<file path="src/rtl/capture_pkg.sv">
// Shared types and SRAM timing constants for the capture sequencer and its SRAM access port.
package capture_pkg;

    typedef enum logic [2:0] {
        StIdle,
        StPre,
        StPost,
        StDone,
        StRdWait
    } seq_state_e;

    localparam int unsigned SRAM_W_CYCLES = 2;
    localparam int unsigned SRAM_R_CYCLES = 2;

endpackage

</file>
<file path="src/rtl/capture_sram_sequencer_if.sv">
// External sample SRAM pin bundle; the sequencer side is master, the memory side is slave.
interface capture_sram_sequencer_if #(
    parameter int unsigned SRAM_DW = 16,
    parameter int unsigned SRAM_AW = 16
);

    logic [SRAM_AW-1:0] addr;
    logic [SRAM_DW-1:0] dq_out;
    logic               dq_oe;
    logic [SRAM_DW-1:0] dq_in;
    logic               ce_n;
    logic               oe_n;
    logic               we_n;

    modport master (
        output addr,
        output dq_out,
        output dq_oe,
        output ce_n,
        output oe_n,
        output we_n,
        input  dq_in
    );

    modport slave (
        input  addr,
        input  dq_out,
        input  dq_oe,
        input  ce_n,
        input  oe_n,
        input  we_n,
        output dq_in
    );

endinterface

</file>
<file path="src/rtl/sram_access_port.sv">
// Drives the SRAM pins for one multi-cycle read or write at a time; every strobe is a flop.
module sram_access_port
    import capture_pkg::*;
#(
    parameter int unsigned SRAM_DW = 16,
    parameter int unsigned SRAM_AW = 16
) (
    input  logic                clock,
    input  logic                reset,
    input  logic                flush,
    input  logic                start,
    input  logic                start_we,
    input  logic [SRAM_AW-1:0]  start_addr,
    input  logic [SRAM_DW-1:0]  start_wdata,
    output logic                ready,
    output logic                ack,
    output logic                ack_we,
    capture_sram_sequencer_if.master sram
);

    localparam logic [1:0] WLast = 2'(SRAM_W_CYCLES - 1);
    localparam logic [1:0] RLast = 2'(SRAM_R_CYCLES - 1);

    logic               busy_q, busy_d;
    logic               we_q, we_d;
    logic [1:0]         cyc_q, cyc_d;
    logic [SRAM_AW-1:0] addr_q, addr_d;
    logic [SRAM_DW-1:0] wdata_q, wdata_d;
    logic               ce_n_q, ce_n_d;
    logic               oe_n_q, oe_n_d;
    logic               we_n_q, we_n_d;
    logic               dq_oe_q, dq_oe_d;

    assign ack    = busy_q && (cyc_q == (we_q ? WLast : RLast));
    assign ack_we = we_q;
    // A new operation may start in the last cycle of the current one (back-to-back writes).
    assign ready  = !busy_q || ack;

    always_comb begin
        busy_d  = busy_q;
        we_d    = we_q;
        cyc_d   = cyc_q;
        addr_d  = addr_q;
        wdata_d = wdata_q;
        if (flush) begin
            busy_d = 1'b0;
            cyc_d  = 2'd0;
        end else if (start && ready) begin
            busy_d = 1'b1;
            cyc_d  = 2'd0;
            we_d   = start_we;
            addr_d = start_addr;
            if (start_we) begin
                wdata_d = start_wdata;
            end
        end else if (ack) begin
            busy_d = 1'b0;
            cyc_d  = 2'd0;
        end else if (busy_q) begin
            cyc_d = cyc_q + 2'd1;
        end
        // Strobes are decoded from the next state so the flops hold the pin values directly.
        ce_n_d  = !busy_d;
        oe_n_d  = !(busy_d && !we_d);
        dq_oe_d = busy_d && we_d;
        we_n_d  = !(busy_d && we_d && (cyc_d == WLast));
    end

    always_ff @(posedge clock) begin
        if (reset) begin
            busy_q  <= 1'b0;
            we_q    <= 1'b0;
            cyc_q   <= 2'd0;
            addr_q  <= '0;
            wdata_q <= '0;
            ce_n_q  <= 1'b1;
            oe_n_q  <= 1'b1;
            we_n_q  <= 1'b1;
            dq_oe_q <= 1'b0;
        end else begin
            busy_q  <= busy_d;
            we_q    <= we_d;
            cyc_q   <= cyc_d;
            addr_q  <= addr_d;
            wdata_q <= wdata_d;
            ce_n_q  <= ce_n_d;
            oe_n_q  <= oe_n_d;
            we_n_q  <= we_n_d;
            dq_oe_q <= dq_oe_d;
        end
    end

    assign sram.addr   = addr_q;
    assign sram.dq_out = wdata_q;
    assign sram.dq_oe  = dq_oe_q;
    assign sram.ce_n   = ce_n_q;
    assign sram.oe_n   = oe_n_q;
    assign sram.we_n   = we_n_q;

endmodule

</file>
<file path="src/rtl/capture_sram_sequencer.sv">
// One capture run over the sample SRAM: arm, circular pre-trigger fill, post-trigger count,
// then CPU-paced oldest-first readback. All SRAM traffic goes through one access port.
module capture_sram_sequencer
    import capture_pkg::*;
#(
    parameter int unsigned SRAM_DW      = 16,
    parameter int unsigned SRAM_AW      = 16,
    parameter int unsigned SAMPLE_WIDTH = 8
) (
    input  logic                    clock,
    input  logic                    reset,
    input  logic                    arm,
    input  logic                    abort,
    input  logic                    trigger,
    input  logic                    sample_valid,
    input  logic [SAMPLE_WIDTH-1:0] sample_data,
    input  logic [SRAM_AW-1:0]      post_count,
    input  logic                    rd_req,
    output logic [SRAM_DW-1:0]      rd_data,
    output logic                    rd_valid,
    output logic                    rd_last,
    output logic                    busy,
    output logic                    done,
    output logic                    overflow,
    output logic [SRAM_AW-1:0]      trig_addr,
    capture_sram_sequencer_if.master sram
);

    localparam logic [SRAM_AW:0] Depth = {1'b1, {SRAM_AW{1'b0}}};

    seq_state_e state_q, state_d;

    logic [SRAM_AW-1:0]      wr_ptr_q, wr_ptr_d;
    logic                    wrapped_q, wrapped_d;
    logic                    overflow_q;
    logic [SRAM_AW-1:0]      post_left_q;
    logic [SRAM_AW-1:0]      trig_addr_q;
    logic [SRAM_AW-1:0]      rd_ptr_q;
    logic [SRAM_AW:0]        rd_remaining_q;
    logic [SRAM_DW-1:0]      rd_data_q;
    logic                    rd_valid_q;
    logic                    rd_last_q;
    logic                    hold_valid_q;
    logic [SAMPLE_WIDTH-1:0] hold_data_q;
    logic                    hold_trig_q;

    logic               active, capturing, drain, hold_free, accept, drop;
    logic               wr_ack, rd_ack, arm_ok, rd_issue;
    logic [SRAM_AW-1:0] issue_addr;
    logic               port_ready, port_ack, port_ack_we, port_start, port_we;
    logic [SRAM_AW-1:0] port_addr;
    logic [SRAM_DW-1:0] port_wdata;

    always_comb begin
        active     = (state_q == StPre) || (state_q == StPost);
        // Once the post-trigger quota is met, further samples are ignored rather than dropped.
        capturing  = (state_q == StPre) || ((state_q == StPost) && (post_left_q != '0));
        drain      = active && hold_valid_q && port_ready && !abort;
        hold_free  = !hold_valid_q || drain;
        accept     = sample_valid && capturing && hold_free && !abort;
        drop       = sample_valid && capturing && !hold_free && !abort;
        wr_ack     = port_ack && port_ack_we && !abort;
        rd_ack     = port_ack && !port_ack_we && !abort && (state_q == StRdWait);
        arm_ok     = arm && !abort && ((state_q == StIdle) || (state_q == StDone));
        rd_issue   = (state_q == StDone) && rd_req && (rd_remaining_q != '0) && !arm && !abort;
        // A write issued while the previous one completes lands one address further on.
        issue_addr = wr_ack ? wr_ptr_q + SRAM_AW'(1) : wr_ptr_q;
        port_start = drain || rd_issue;
        port_we    = drain;
        port_addr  = drain ? issue_addr : rd_ptr_q;
        port_wdata = SRAM_DW'(hold_data_q);

        wr_ptr_d  = wr_ptr_q;
        wrapped_d = wrapped_q;
        if (arm_ok) begin
            wr_ptr_d  = '0;
            wrapped_d = 1'b0;
        end else if (wr_ack) begin
            wr_ptr_d = wr_ptr_q + SRAM_AW'(1);
            if (&wr_ptr_q) begin
                wrapped_d = 1'b1;
            end
        end
    end

    always_comb begin
        state_d = state_q;
        if (abort) begin
            state_d = StIdle;
        end else begin
            case (state_q)
                StIdle:   if (arm) state_d = StPre;
                StPre:    if (accept && trigger) state_d = StPost;
                StPost: begin
                    if ((post_left_q == '0) && !hold_valid_q && port_ready) begin
                        state_d = StDone;
                    end
                end
                StDone: begin
                    if (arm) begin
                        state_d = StPre;
                    end else if (rd_issue) begin
                        state_d = StRdWait;
                    end
                end
                StRdWait: if (rd_ack) state_d = StDone;
                default:  state_d = StIdle;
            endcase
        end
    end

    always_ff @(posedge clock) begin
        if (reset) begin
            state_q        <= StIdle;
            wr_ptr_q       <= '0;
            wrapped_q      <= 1'b0;
            overflow_q     <= 1'b0;
            post_left_q    <= '0;
            trig_addr_q    <= '0;
            rd_ptr_q       <= '0;
            rd_remaining_q <= '0;
            rd_data_q      <= '0;
            rd_valid_q     <= 1'b0;
            rd_last_q      <= 1'b0;
            hold_valid_q   <= 1'b0;
            hold_data_q    <= '0;
            hold_trig_q    <= 1'b0;
        end else begin
            state_q    <= state_d;
            wr_ptr_q   <= wr_ptr_d;
            wrapped_q  <= wrapped_d;
            rd_valid_q <= 1'b0;
            rd_last_q  <= 1'b0;

            if (abort) begin
                hold_valid_q <= 1'b0;
            end else if (accept) begin
                hold_valid_q <= 1'b1;
                hold_data_q  <= sample_data;
                hold_trig_q  <= (state_q == StPre) && trigger;
            end else if (drain) begin
                hold_valid_q <= 1'b0;
            end

            if (drain && hold_trig_q) begin
                trig_addr_q <= issue_addr;
            end

            if (arm_ok) begin
                overflow_q     <= 1'b0;
                post_left_q    <= post_count;
                rd_remaining_q <= '0;
            end else begin
                if (drop) begin
                    overflow_q <= 1'b1;
                end
                if ((state_q == StPost) && accept) begin
                    post_left_q <= post_left_q - SRAM_AW'(1);
                end
            end

            if ((state_q == StPost) && (state_d == StDone)) begin
                rd_ptr_q       <= wrapped_d ? wr_ptr_d : '0;
                rd_remaining_q <= wrapped_d ? Depth : {1'b0, wr_ptr_d};
            end

            if (rd_ack) begin
                rd_data_q      <= sram.dq_in;
                rd_valid_q     <= 1'b1;
                rd_last_q      <= (rd_remaining_q == (SRAM_AW + 1)'(1));
                rd_ptr_q       <= rd_ptr_q + SRAM_AW'(1);
                rd_remaining_q <= rd_remaining_q - (SRAM_AW + 1)'(1);
            end
        end
    end

    sram_access_port #(
        .SRAM_DW (SRAM_DW),
        .SRAM_AW (SRAM_AW)
    ) u_port (
        .clock       (clock),
        .reset       (reset),
        .flush       (abort),
        .start       (port_start),
        .start_we    (port_we),
        .start_addr  (port_addr),
        .start_wdata (port_wdata),
        .ready       (port_ready),
        .ack         (port_ack),
        .ack_we      (port_ack_we),
        .sram        (sram)
    );

    assign rd_data   = rd_data_q;
    assign rd_valid  = rd_valid_q;
    assign rd_last   = rd_last_q;
    assign busy      = (state_q == StPre) || (state_q == StPost) || (state_q == StRdWait);
    assign done      = (state_q == StDone);
    assign overflow  = overflow_q;
    assign trig_addr = trig_addr_q;

endmodule

</file>
<file path="src/flat_wrapper.sv">
// flat-port wrapper written by rule: the top's interface ports become plain ports
module capture_sram_sequencer_flat import capture_pkg::*;
#(
    parameter int unsigned SRAM_DW      = 16,
    parameter int unsigned SRAM_AW      = 16,
    parameter int unsigned SAMPLE_WIDTH = 8
)
  (clock, reset, arm, abort, trigger, sample_valid, sample_data, post_count, rd_req, rd_data, rd_valid, rd_last, busy, done, overflow, trig_addr, sram_addr, sram_dq_out, sram_dq_oe, sram_ce_n, sram_oe_n, sram_we_n, sram_dq_in);
  capture_sram_sequencer_if #(.SRAM_DW(SRAM_DW), .SRAM_AW(SRAM_AW)) sram_i ();
  input  logic clock;
  input  logic reset;
  input  logic arm;
  input  logic abort;
  input  logic trigger;
  input  logic sample_valid;
  input  logic [SAMPLE_WIDTH-1:0] sample_data;
  input  logic [SRAM_AW-1:0] post_count;
  input  logic rd_req;
  output logic [SRAM_DW-1:0] rd_data;
  output logic rd_valid;
  output logic rd_last;
  output logic busy;
  output logic done;
  output logic overflow;
  output logic [SRAM_AW-1:0] trig_addr;
  output wire logic [$bits(sram_i.addr)-1:0] sram_addr;
  output wire logic [$bits(sram_i.dq_out)-1:0] sram_dq_out;
  output wire logic [$bits(sram_i.dq_oe)-1:0] sram_dq_oe;
  output wire logic [$bits(sram_i.ce_n)-1:0] sram_ce_n;
  output wire logic [$bits(sram_i.oe_n)-1:0] sram_oe_n;
  output wire logic [$bits(sram_i.we_n)-1:0] sram_we_n;
  input wire logic [$bits(sram_i.dq_in)-1:0] sram_dq_in;
  assign sram_addr = sram_i.addr;
  assign sram_dq_out = sram_i.dq_out;
  assign sram_dq_oe = sram_i.dq_oe;
  assign sram_ce_n = sram_i.ce_n;
  assign sram_oe_n = sram_i.oe_n;
  assign sram_we_n = sram_i.we_n;
  assign sram_i.dq_in = sram_dq_in;
  capture_sram_sequencer #(.SRAM_DW(SRAM_DW), .SRAM_AW(SRAM_AW), .SAMPLE_WIDTH(SAMPLE_WIDTH)) u_core (.clock(clock), .reset(reset), .arm(arm), .abort(abort), .trigger(trigger), .sample_valid(sample_valid), .sample_data(sample_data), .post_count(post_count), .rd_req(rd_req), .rd_data(rd_data), .rd_valid(rd_valid), .rd_last(rd_last), .busy(busy), .done(done), .overflow(overflow), .trig_addr(trig_addr), .sram(sram_i));
endmodule
</file>
<file path="config.mk">
export PLATFORM = sky130hd
export DESIGN_NAME = capture_sram_sequencer_flat
export DESIGN_NICKNAME = d
export VERILOG_FILES = /design/src/rtl/capture_pkg.sv /design/src/rtl/capture_sram_sequencer_if.sv /design/src/rtl/sram_access_port.sv /design/src/rtl/capture_sram_sequencer.sv /design/src/flat_wrapper.sv
export SDC_FILE = /design/constraint.sdc
export NUM_CORES = 1
export LEC_CHECK = 0
export BUFFER_PORTS_ARGS = -buffer_cell sky130_fd_sc_hd__buf_4
export CORE_ASPECT_RATIO = 1.5
export CORE_MARGIN = 1.5
export CORE_UTILIZATION = 30
export CTS_BUF_LIST = sky130_fd_sc_hd__clkbuf_8
export DETAILED_ROUTE_END_ITERATION = 6
export SLEW_MARGIN = 20
export SYNTH_ARGS = -nofsm -noshare
export SYNTH_HDL_FRONTEND = slang
export SYNTH_SLANG_ARGS = --single-unit
</file>
<file path="constraint.sdc">
create_clock -name clock -period 4 [get_ports clock]
set_input_delay 0.2 -clock clock [delete_from_list [all_inputs] [get_ports clock]]
set_output_delay 0.2 -clock clock [all_outputs]
set_load 0.03 [all_outputs]
</file>
After elaboration in Yosys (flattened, before gate mapping)
Cells that the tools add are included.
Cells by class
  equality and inequality tests: 8
  bitwise gates (word level): 2
  reduce and logical (&&, ||, !) cells: 64
  $add $sub $neg: 5
  muxes and demuxes: 35
Operators by type and width (number)
  2-to-1 mux 16 bit: 8
  2-to-1 mux 17 bit: 4
  adder 16 x 1 -> 16 bit, second input constant: 2
  logical AND 1 bit: 32
  2-to-1 mux 3 bit: 7
  equality test 17 x 1 -> 1 bit, second input constant: 1
  nonzero test 17 bit: 1
  subtractor 17 x 1 -> 17 bit, second input constant: 1
  logical NOT 16 bit: 1
  AND reduction 16 bit: 1
  nonzero test 16 bit: 1
  subtractor 16 x 1 -> 16 bit, second input constant: 1
  case mux 3 bit (5 select lines): 1
  2-to-1 mux 1 bit: 11
  logical NOT 1 bit: 10
  equality test 3 x 2 -> 1 bit, second input constant: 3
  2-to-1 mux 2 bit: 4
  logical OR 1 bit: 7
  nonzero test 2 bit: 3
  OR reduction 2 bit: 3
  equality test 2 x 1 -> 1 bit, second input constant: 2
  AND reduction 2 bit: 2
  equality test 3 x 1 -> 1 bit, second input constant: 1
  equality test 3 bit, second input constant: 1
  other kinds (5): 6
Storage, ports and cells
  register bits: 146
  input port bits: 47

Longest topological paths before layout
Gate-level depths: netlist (run 1).
  word-level depth: 16
  gate-level depth with buffers: 10
  depth with buffers taken out: 8

Hierarchy
A second synthesis (run 1) with hierarchy kept.
Second synthesis, totals
  cells, all modules: 939
  area, all modules: 7752.4 um^2
Modules (own cells, without submodules)
  capture_sram_sequencer: area each 6089.6 um^2, sequential area each 2282.2 um^2, cells an instance 752, instances 1
  sram_access_port: area each 1662.8 um^2, sequential area each 800.8 um^2, cells an instance 187, instances 1

Worst setup path before layout (run 1)
OpenSTA, ideal clock, no wires.
  path kind: flip-flop to flip-flop
  from: reg u_core.post_left_q[0]
  to: reg u_core.rd_remaining_q[12]
  arrival time: 2.815 ns
  setup time: 0.080 ns
  cell stages (with the launch flop): 11
  clock period less this slack: 2.895 ns
  required time: 3.920 ns
  path slack: 1.105 ns
  path through: dfxtp_1 inv_1 ha_1 or4b_1 or4_1 buf_2 or4_4 nor3_4 buf_6 a22oi_1 a211oi_2
Between the ends
  longest elaborated chain between the ends: 14
  elaborated cells on any way between the ends: 19
  classes of those cells: 1 x eq/ne; 6 x mux; 12 x reduce/logical
Ends and longest elaborated chain
  start: declaration: RTL line capture_sram_sequencer.sv:36  | logic [SRAM_AW-1:0] post_left_q;
  start signal: assignment: RTL line capture_sram_sequencer.sv:151  | post_left_q <= post_count;
  start signal: assignment: RTL line capture_sram_sequencer.sv:158  | post_left_q <= post_left_q - SRAM_AW'(1);
  nonzero test 16 bit: RTL line capture_sram_sequencer.sv:57  | capturing = (state_q == StPre) || ((state_q == StPost) && (post_left_q != '0));
  logical AND 1 bit: RTL line capture_sram_sequencer.sv:57
  logical OR 1 bit: RTL line capture_sram_sequencer.sv:57
  logical AND 1 bit (3 in a row): RTL line capture_sram_sequencer.sv:60  | accept = sample_valid && capturing && hold_free && !abort;
  logical AND 1 bit: RTL line capture_sram_sequencer.sv:93  | StPre: if (accept && trigger) state_d = StPost;
  2-to-1 mux 3 bit: RTL line capture_sram_sequencer.sv:93
  case mux 3 bit (5 select lines) *: RTL line capture_sram_sequencer.sv:91  | case (state_q)
  2-to-1 mux 3 bit *: RTL line capture_sram_sequencer.sv:88  | if (abort) begin
  equality test 3 x 2 -> 1 bit *: RTL line capture_sram_sequencer.sv:162  | if ((state_q == StPost) && (state_d == StDone)) begin
  logical AND 1 bit *: RTL line capture_sram_sequencer.sv:162
  2-to-1 mux 17 bit: RTL line capture_sram_sequencer.sv:162
  2-to-1 mux 17 bit: RTL line capture_sram_sequencer.sv:167  | if (rd_ack) begin
  end signal: assignment: RTL line capture_sram_sequencer.sv:164  | rd_remaining_q <= wrapped_d ? Depth : {1'b0, wr_ptr_d};
  end signal: assignment: RTL line capture_sram_sequencer.sv:172  | rd_remaining_q <= rd_remaining_q - (SRAM_AW + 1)'(1);
  end: declaration: RTL line capture_sram_sequencer.sv:39  | logic [SRAM_AW:0] rd_remaining_q;
Mark *: on every way between the ends. The rest lies on a longest branch, timed or not.
A chain may end at the register's enable or synchronous reset.

Worst setup path in the final report (run 1)
Same ends and word-level chain as after synthesis.

==> impl_metrics.ini, run 1 <==
[outcome]
status = finished, final reports clean

[yosys]
netlist_area_um2 = 6840
yosysUniqueCellTypes = 60
synth-main-ff-cell = dfxtp_1
ys_warn_count = 0
synth.avg_cell_area_um2 = 8.16
synth_edf_count = 0
yosysSeqAreaShare = 0.427
async_reset_ff_frac = 0
synth_seq_cells = 146
syn-instance-count = 838

[timing]
relSlewSlack = 0.236
setup_viol = 0
rsz0062_at_grt = no
tns_ps = 0
tightest_slew_ps = 1140
min_period_over_period = 0.859
finClkSkew_ps = 15.5
slew_viol_final = 0
finalHoldViolations = 0
hold_ws_ps = 23.3
clock.fmax_mhz = 291
period_needed_ps = 3440

[clocking]
clk_latency_ps = 470
clock_tree.buffer_depth = 2
cts_buffers = 17
post_cts_buffers = 0
clkTransAtPathRegs_ps = 90
cts_root_buffer = clkbuf_8
clock-sinks = 146
cts_tree = yes
htree_levels = 4

[power_and_ir_drop]
intPower_mw = 2.10
power_switching_uw = 819
power.share.clock = 0.407
p_sw_frac = 0.280
power_density_nw_per_um2 = 342
p_comb_frac = 0.083
ir_drop_mv = 0.220
p_total_mw = 2.92
power_frac_seq = 0.509
p_leak_nw = 3.22

[placement]
port_buffers = 111
dp_hpwl_um = 13800
dpl_cell_area_um2 = 7900
gp_congestion = 0.873

[die]
core_area_um2 = 22400
rows = 67
io_pins = 120
die_h_um = 188
initial_core_util = 0.306
die_x_um = 126
fp.dieArea_um2 = 23700

[global_route]
grt_first_pass_wirelength_um = 32400
grt_max_degree = 92
grt_pass1_vias = 6346
antenna_found_initial = 0
grt-ovfl-total = 0
grt_usage = 0.172

[setup_path]
cp.required_ps = 4380
critical_path.startpoint_type = flop
worstReg2RegEnd = u_core.rd_remaining_q[12]$_SDFFE_PP0P_
critical_path_buf_inv_count = 1
cp.depth = 8
worst-path-max-fanout = 15
critical_path.startpoint = u_core.post_left_q[0]$_SDFFE_PP0P_
ff2ff_path_depth = 8
max_stage_delay_ps = 670
arrival_ps = 3820
worstSetupEndpoint = u_core.rd_remaining_q[12]$_SDFFE_PP0P_
crit_chain = inv_1 > ha_1 > or4b_1 > or4_1 > or4_4 > nor3_4 > a22oi_1 > a211oi_2
cp-end-kind = flop
reg2reg_slack_ps = 560
cp_top_family = simple AND/OR/NAND/NOR gates
critical_path.slowest_cell = or4_4
timing.rr.start = u_core.post_left_q[0]$_SDFFE_PP0P_
worstSetupPathType = reg2reg

[final_layout]
design_area_um2 = 8560
fillCellCount = 2321
nets = 1014
area_growth_pct = 25.1
seqCellArea_um2 = 2920
layout_common_cells = dfxtp_1, buf_4, nor2_1
layout-drive-gt1-share = 0.177
diodes = 0
multiInputGateArea_um2 = 3650
final_common_cell = dfxtp_1

[detailed_routing]
first_pass_iters = 4
drt_iter0_drc = 410
post_drt_wl_per_cell_um = 15.8
postRouteAntennaNets = 0
drt-total-wl_um = 19700
vias_per_cell = 5.09
routed-via-count = 6363
drcViolationCount = 0

[min_path]
min_path_cells = 3
hold_class = in2reg

[run]
maxCapViolations = 0
[flip-flops by register name, indices dropped and copies added (netlist names), 8 cells and up]
signal,flops
u_core.post_left_q,16
u_core.u_port.sram.dq_out,8
u_core.rd_ptr_q,16
u_core.rd_data,16
u_core.rd_remaining_q,17
u_core.hold_data_q,8
u_core.trig_addr,16
u_core.wr_ptr_q,16
u_core.u_port.sram.addr,16
[worst min path at each step]
stage / from / end / slack [ps]
floorplan: sram_dq_in[0] / u_core.rd_data[0]$_SDFFE_PP0P_ / 340
global route: post_count[11] / u_core.post_left_q[11]$_SDFFE_PP0P_ / 5
detailed placement: sample_data[7] / u_core.hold_data_q[7]$_SDFFE_PP0P_ / 440
CTS: post_count[11] / u_core.post_left_q[11]$_SDFFE_PP0P_ / 1
global placement: sample_data[2] / u_core.hold_data_q[2]$_SDFFE_PP0P_ / 430
finish: post_count[11] / u_core.post_left_q[11]$_SDFFE_PP0P_ / 20
[cell usage after synthesis, types with 10 or more instances]
library cell,instances,area share
nand2_1,107,0.059
nand3_1,18,0.013
a22oi_1,14,0.015
nor2_1,117,0.064
mux2i_1,12,0.018
nand4_1,10,0.0091
a21oi_1,61,0.045
xor2_1,20,0.026
a211oi_1,30,0.033
o21ai_0,26,0.019
xnor2_1,31,0.040
a31oi_1,11,0.010
inv_1,11,0.0060
clkbuf_1,37,0.020
nor3_1,29,0.021
and3_1,10,0.0091
dfxtp_1,146,0.43
or3_1,10,0.0091
nand2b_1,12,0.011
[final cells by class]
cell class | instances | share of cell area
tap | 276 | 0.0403
sequential | 146 | 0.341
timing repair buffer | 151 | 0.140
inverter | 11 | 0.00482
clock buffer | 17 | 0.0273
multi-input combinational | 633 | 0.427
clock inverter | 15 | 0.0189
[cells by family after synthesis]
kind of cell / Yosys count / synth area share
mux: 14 / 0.0208
compound gates: 185 / 0.174
xor+xnor: 51 / 0.0653
fa+ha+maj: 7 / 0.0128
flops: 146 / 0.427
buf+inv: 66 / 0.0424
other cells: 1 / 0.000548
simple gates: 368 / 0.257
[stage by stage]
stage	setup slack, ps	utilization	instances
5_1_grt	361	0.382	1249
3_5_place_dp	599	0.353	1190
3_3_place_gp	665	0.353	1190
2_1_floorplan	1110	-	845
4_1_cts	565	0.382	1249
6_report	563	0.382	1249
[per-layer routing]
layer / up-vias / wire length [µm] / global-route usage
met2: 169 / 9960 / 0.303
met5: - / 0 / 0
met4: 0 / 416 / 0.0623
li1: 3175 / - / -
met1: 2993 / 8310 / 0.200
met3: 26 / 1030 / 0.0417
[repair_timing]
action                                 in CTS  in global routing
hold buffers                               27                  0
endpoints found under the hold margin      27                  0
resized for setup                           0                  0
[tightest hold or removal path, cell delays in order]
cell and delay (ps):
buf_4 110, nor2_1 90, a211oi_1 50
[power groups by stage]
stage	logic (mW)	registers [mW]	clock network, mW
after floorplan	0.155	1.52	0
after global placement	0.222	1.52	0
after detailed placement	0.222	1.52	0
after CTS	0.245	1.49	1.22
after global routing	0.269	1.49	1.29
final	0.243	1.49	1.19
Power figures use the tool's default switching activity.
==> inputs of run 2 (changes only) <==
--- a/config.mk
+++ b/config.mk
@@ -5,6 +5,7 @@
 export SDC_FILE = /design/constraint.sdc
 export NUM_CORES = 1
 export LEC_CHECK = 0
+export ABC_AREA = 1
 export BUFFER_PORTS_ARGS = -buffer_cell sky130_fd_sc_hd__buf_4
 export CORE_ASPECT_RATIO = 1.5
 export CORE_MARGIN = 1.5
==> impl_metrics.ini, run 2 <==
[clocking]
clock_tree.buffer_depth = 2
htree_levels = 4
cts_root_buffer = clkbuf_8
clk_latency_ps = 470
cts_buffers = 17
cts_resized = 0
clkTransAtPathRegs_ps = 90
cts_tree = yes
clock-sinks = 146

[die]
rows = 70
core_area_um2 = 24400
fp.dieArea_um2 = 25800
die_h_um = 196
io_pins = 120
die_x_um = 132
initial_core_util = 0.305

[global_route]
antenna_found_initial = 0
grt_max_degree = 60
grt_first_pass_wirelength_um = 36100
grt-ovfl-total = 0
grt_pass1_vias = 7188
grt_usage = 0.175

[placement]
gp_congestion = 0.838
dp.cells = 1503
dp_hpwl_um = 15300
preCtsSetupSlack_ps = 1460
port_buffers = 111

[setup_path]
cp-end-kind = flop
max_stage_delay_ps = 400
crit_top_cell = inv_1
critical_path.startpoint_type = flop
reg2reg_slack_ps = 1440
ff2ff_path_depth = 12
worst-path-max-fanout = 30
critical_path.slowest_cell = inv_1
cp.depth = 12
worstSetupPathType = reg2reg
cp_top_family = buffers and inverters
critical_path_buf_inv_count = 5
crit_chain = inv_1 > ha_1 > nor2_2 > nor2_1 > nand2_2 > buf_4 > inv_1 > nand2_1 > inv_1 > o21ai_0 > o21bai_1 > inv_1
arrival_ps = 2910
cp.required_ps = 4360

[timing]
layout_setup_ws_ps = 1440
min_period_over_period = 0.639
finClkSkew_ps = 12.2
finalHoldViolations = 0
relSlewSlack = 0.506
rsz0062_at_grt = no
period_needed_ps = 2560
tns_ps = 0
clock.fmax_mhz = 391
tightest_slew_ps = 740
slew_viol_final = 0
setup_viol = 0

[min_path]
hold_class = in2reg
min_path_cells = 3

[detailed_routing]
drt-total-wl_um = 22200
first_pass_iters = 5
post_drt_wl_per_cell_um = 14.1
routed-via-count = 7494
postRouteAntennaNets = 0
vias_per_cell = 4.77
drcViolationCount = 0
drt_iter0_drc = 492

[final_layout]
final_common_cell = nor2_1
diodes = 0
seqCellArea_um2 = 2920
nets = 1288
final_cells = 1571
final_util = 0.377
area_growth_pct = 23.6
multiInputGateArea_um2 = 3860
regMostFlops = u_core.rd_remaining_q
layout_common_cells = nor2_1, nand2_1, dfxtp_1
fillCellCount = 2600
largest_reg_flops = 17
layout-drive-gt1-share = 0.152

[yosys]
yosysSeqAreaShare = 0.392
synth_seq_cells = 146
ys_top_cells_by_count = nor2_1, nand2_1, dfxtp_1, o21ai_0, inv_1
yosysTopAreaCell = dfxtp_1
yosysTopAreaCellShare = 0.392
syn-instance-count = 1110
yosys-top-cells-area = dfxtp_1, nor2_1, nand2_1, o21ai_0, inv_1
yosysMostFrequentCell = nor2_1
async_reset_ff_frac = 0
synth.avg_cell_area_um2 = 6.72
ys_warn_count = 0
synth_edf_count = 0
netlist_area_um2 = 7460
yosysUniqueCellTypes = 45
synth-main-ff-cell = dfxtp_1

[power_and_ir_drop]
p_leak_nw = 4.08
power_density_nw_per_um2 = 319
ir_drop_mv = 0.186
p_total_mw = 2.94

[run]
maxCapViolations = 0

[outcome]
status = finished, final reports clean
## run 2: changes by cell type in the layout (fill, tap and decap cells not counted), moves of 14 or more
| cell | before | now |
|---|---|---|
| nand2_1 | 107 | 197 |
| a22oi_1 | 14 | 0 |
| o21ai_0 | 26 | 111 |
| xnor2_1 | 31 | 3 |
| nand3_1 | 18 | 42 |
| a211oi_1 | 30 | 3 |
| inv_1 | 11 | 100 |
| nor2_1 | 117 | 228 |
| nand4_1 | 10 | 25 |
## run 2: worst reg2reg max path, cell delays in order (launching register included)
cell      delay [ps]
dfxtp_1          320
inv_1             50
ha_1             190
nor2_2           220
nor2_1            80
nand2_2           80
buf_4            300
inv_1            120
nand2_1          250
inv_1            400
o21ai_0          270
o21bai_1         130
inv_1             50
## run 2: cells by family (layout without fill, tap and decap cells)
group | count (synthesis) | after routing | synth area share
other cells | 1 | 8 | 0.000503
buf+inv | 167 | 297 | 0.0948
xor+xnor | 19 | 19 | 0.0243
fa+ha+maj | 7 | 7 | 0.0117
simple gates | 538 | 538 | 0.309
flops | 146 | 146 | 0.392
compound gates | 232 | 232 | 0.168
## run 2: worst paths after layout
check / startpoint / endpoint
worst max-delay path: u_core.u_port.cyc_q[1]$_SDFF_PP0_ / u_core.trig_addr[12]$_SDFFE_PP0P_
worst min-delay path: post_count[9] / u_core.post_left_q[9]$_SDFFE_PP0P_
worst max register to register: u_core.u_port.cyc_q[1]$_SDFF_PP0_ / u_core.trig_addr[12]$_SDFFE_PP0P_
worst min register to register: u_core.trig_addr[6]$_SDFFE_PP0P_ / u_core.trig_addr[6]$_SDFFE_PP0P_
## run 2: final cells by class
type / instances / share of cell area
repair buffers: 156 / 0.137
multi-input cells: 804 / 0.418
clock inverters: 13 / 0.0114
inverters: 109 / 0.0444
clock buffers: 19 / 0.0284
well taps: 324 / 0.0440
flip-flops and latches: 146 / 0.317
## run 2: metal layers
metal,track usage,up-vias,share of wire
met5,0,-,0
met4,0.0774,0,0.030
met3,0.0362,36,0.038
met2,0.318,189,0.51
met1,0.195,3434,0.42
li1,-,3835,-
## run 2: stage by stage
step | area [µm²] | hold WS [ps]
after floorplan | 7490 | 278
after global placement | 8490 | 421
after detailed placement | 8490 | 429
after CTS | 9220 | 30.1
after global routing | 9220 | 48.5
final | 9220 | 71.9
## run 2: power by group
part           switching, mW  leakage (nW)  internal, mW
sequential            0.0200          1.18          1.48
combinational          0.209          2.72         0.134
clock                  0.631         0.180         0.472
total                  0.860          4.08          2.08
## run 2: what timing repair did
item	4_1_cts	5_1_grt
setup endpoints to repair	0	0
hold buffers	36	0
endpoints found under the hold margin	36	0
setup buffers	0	0
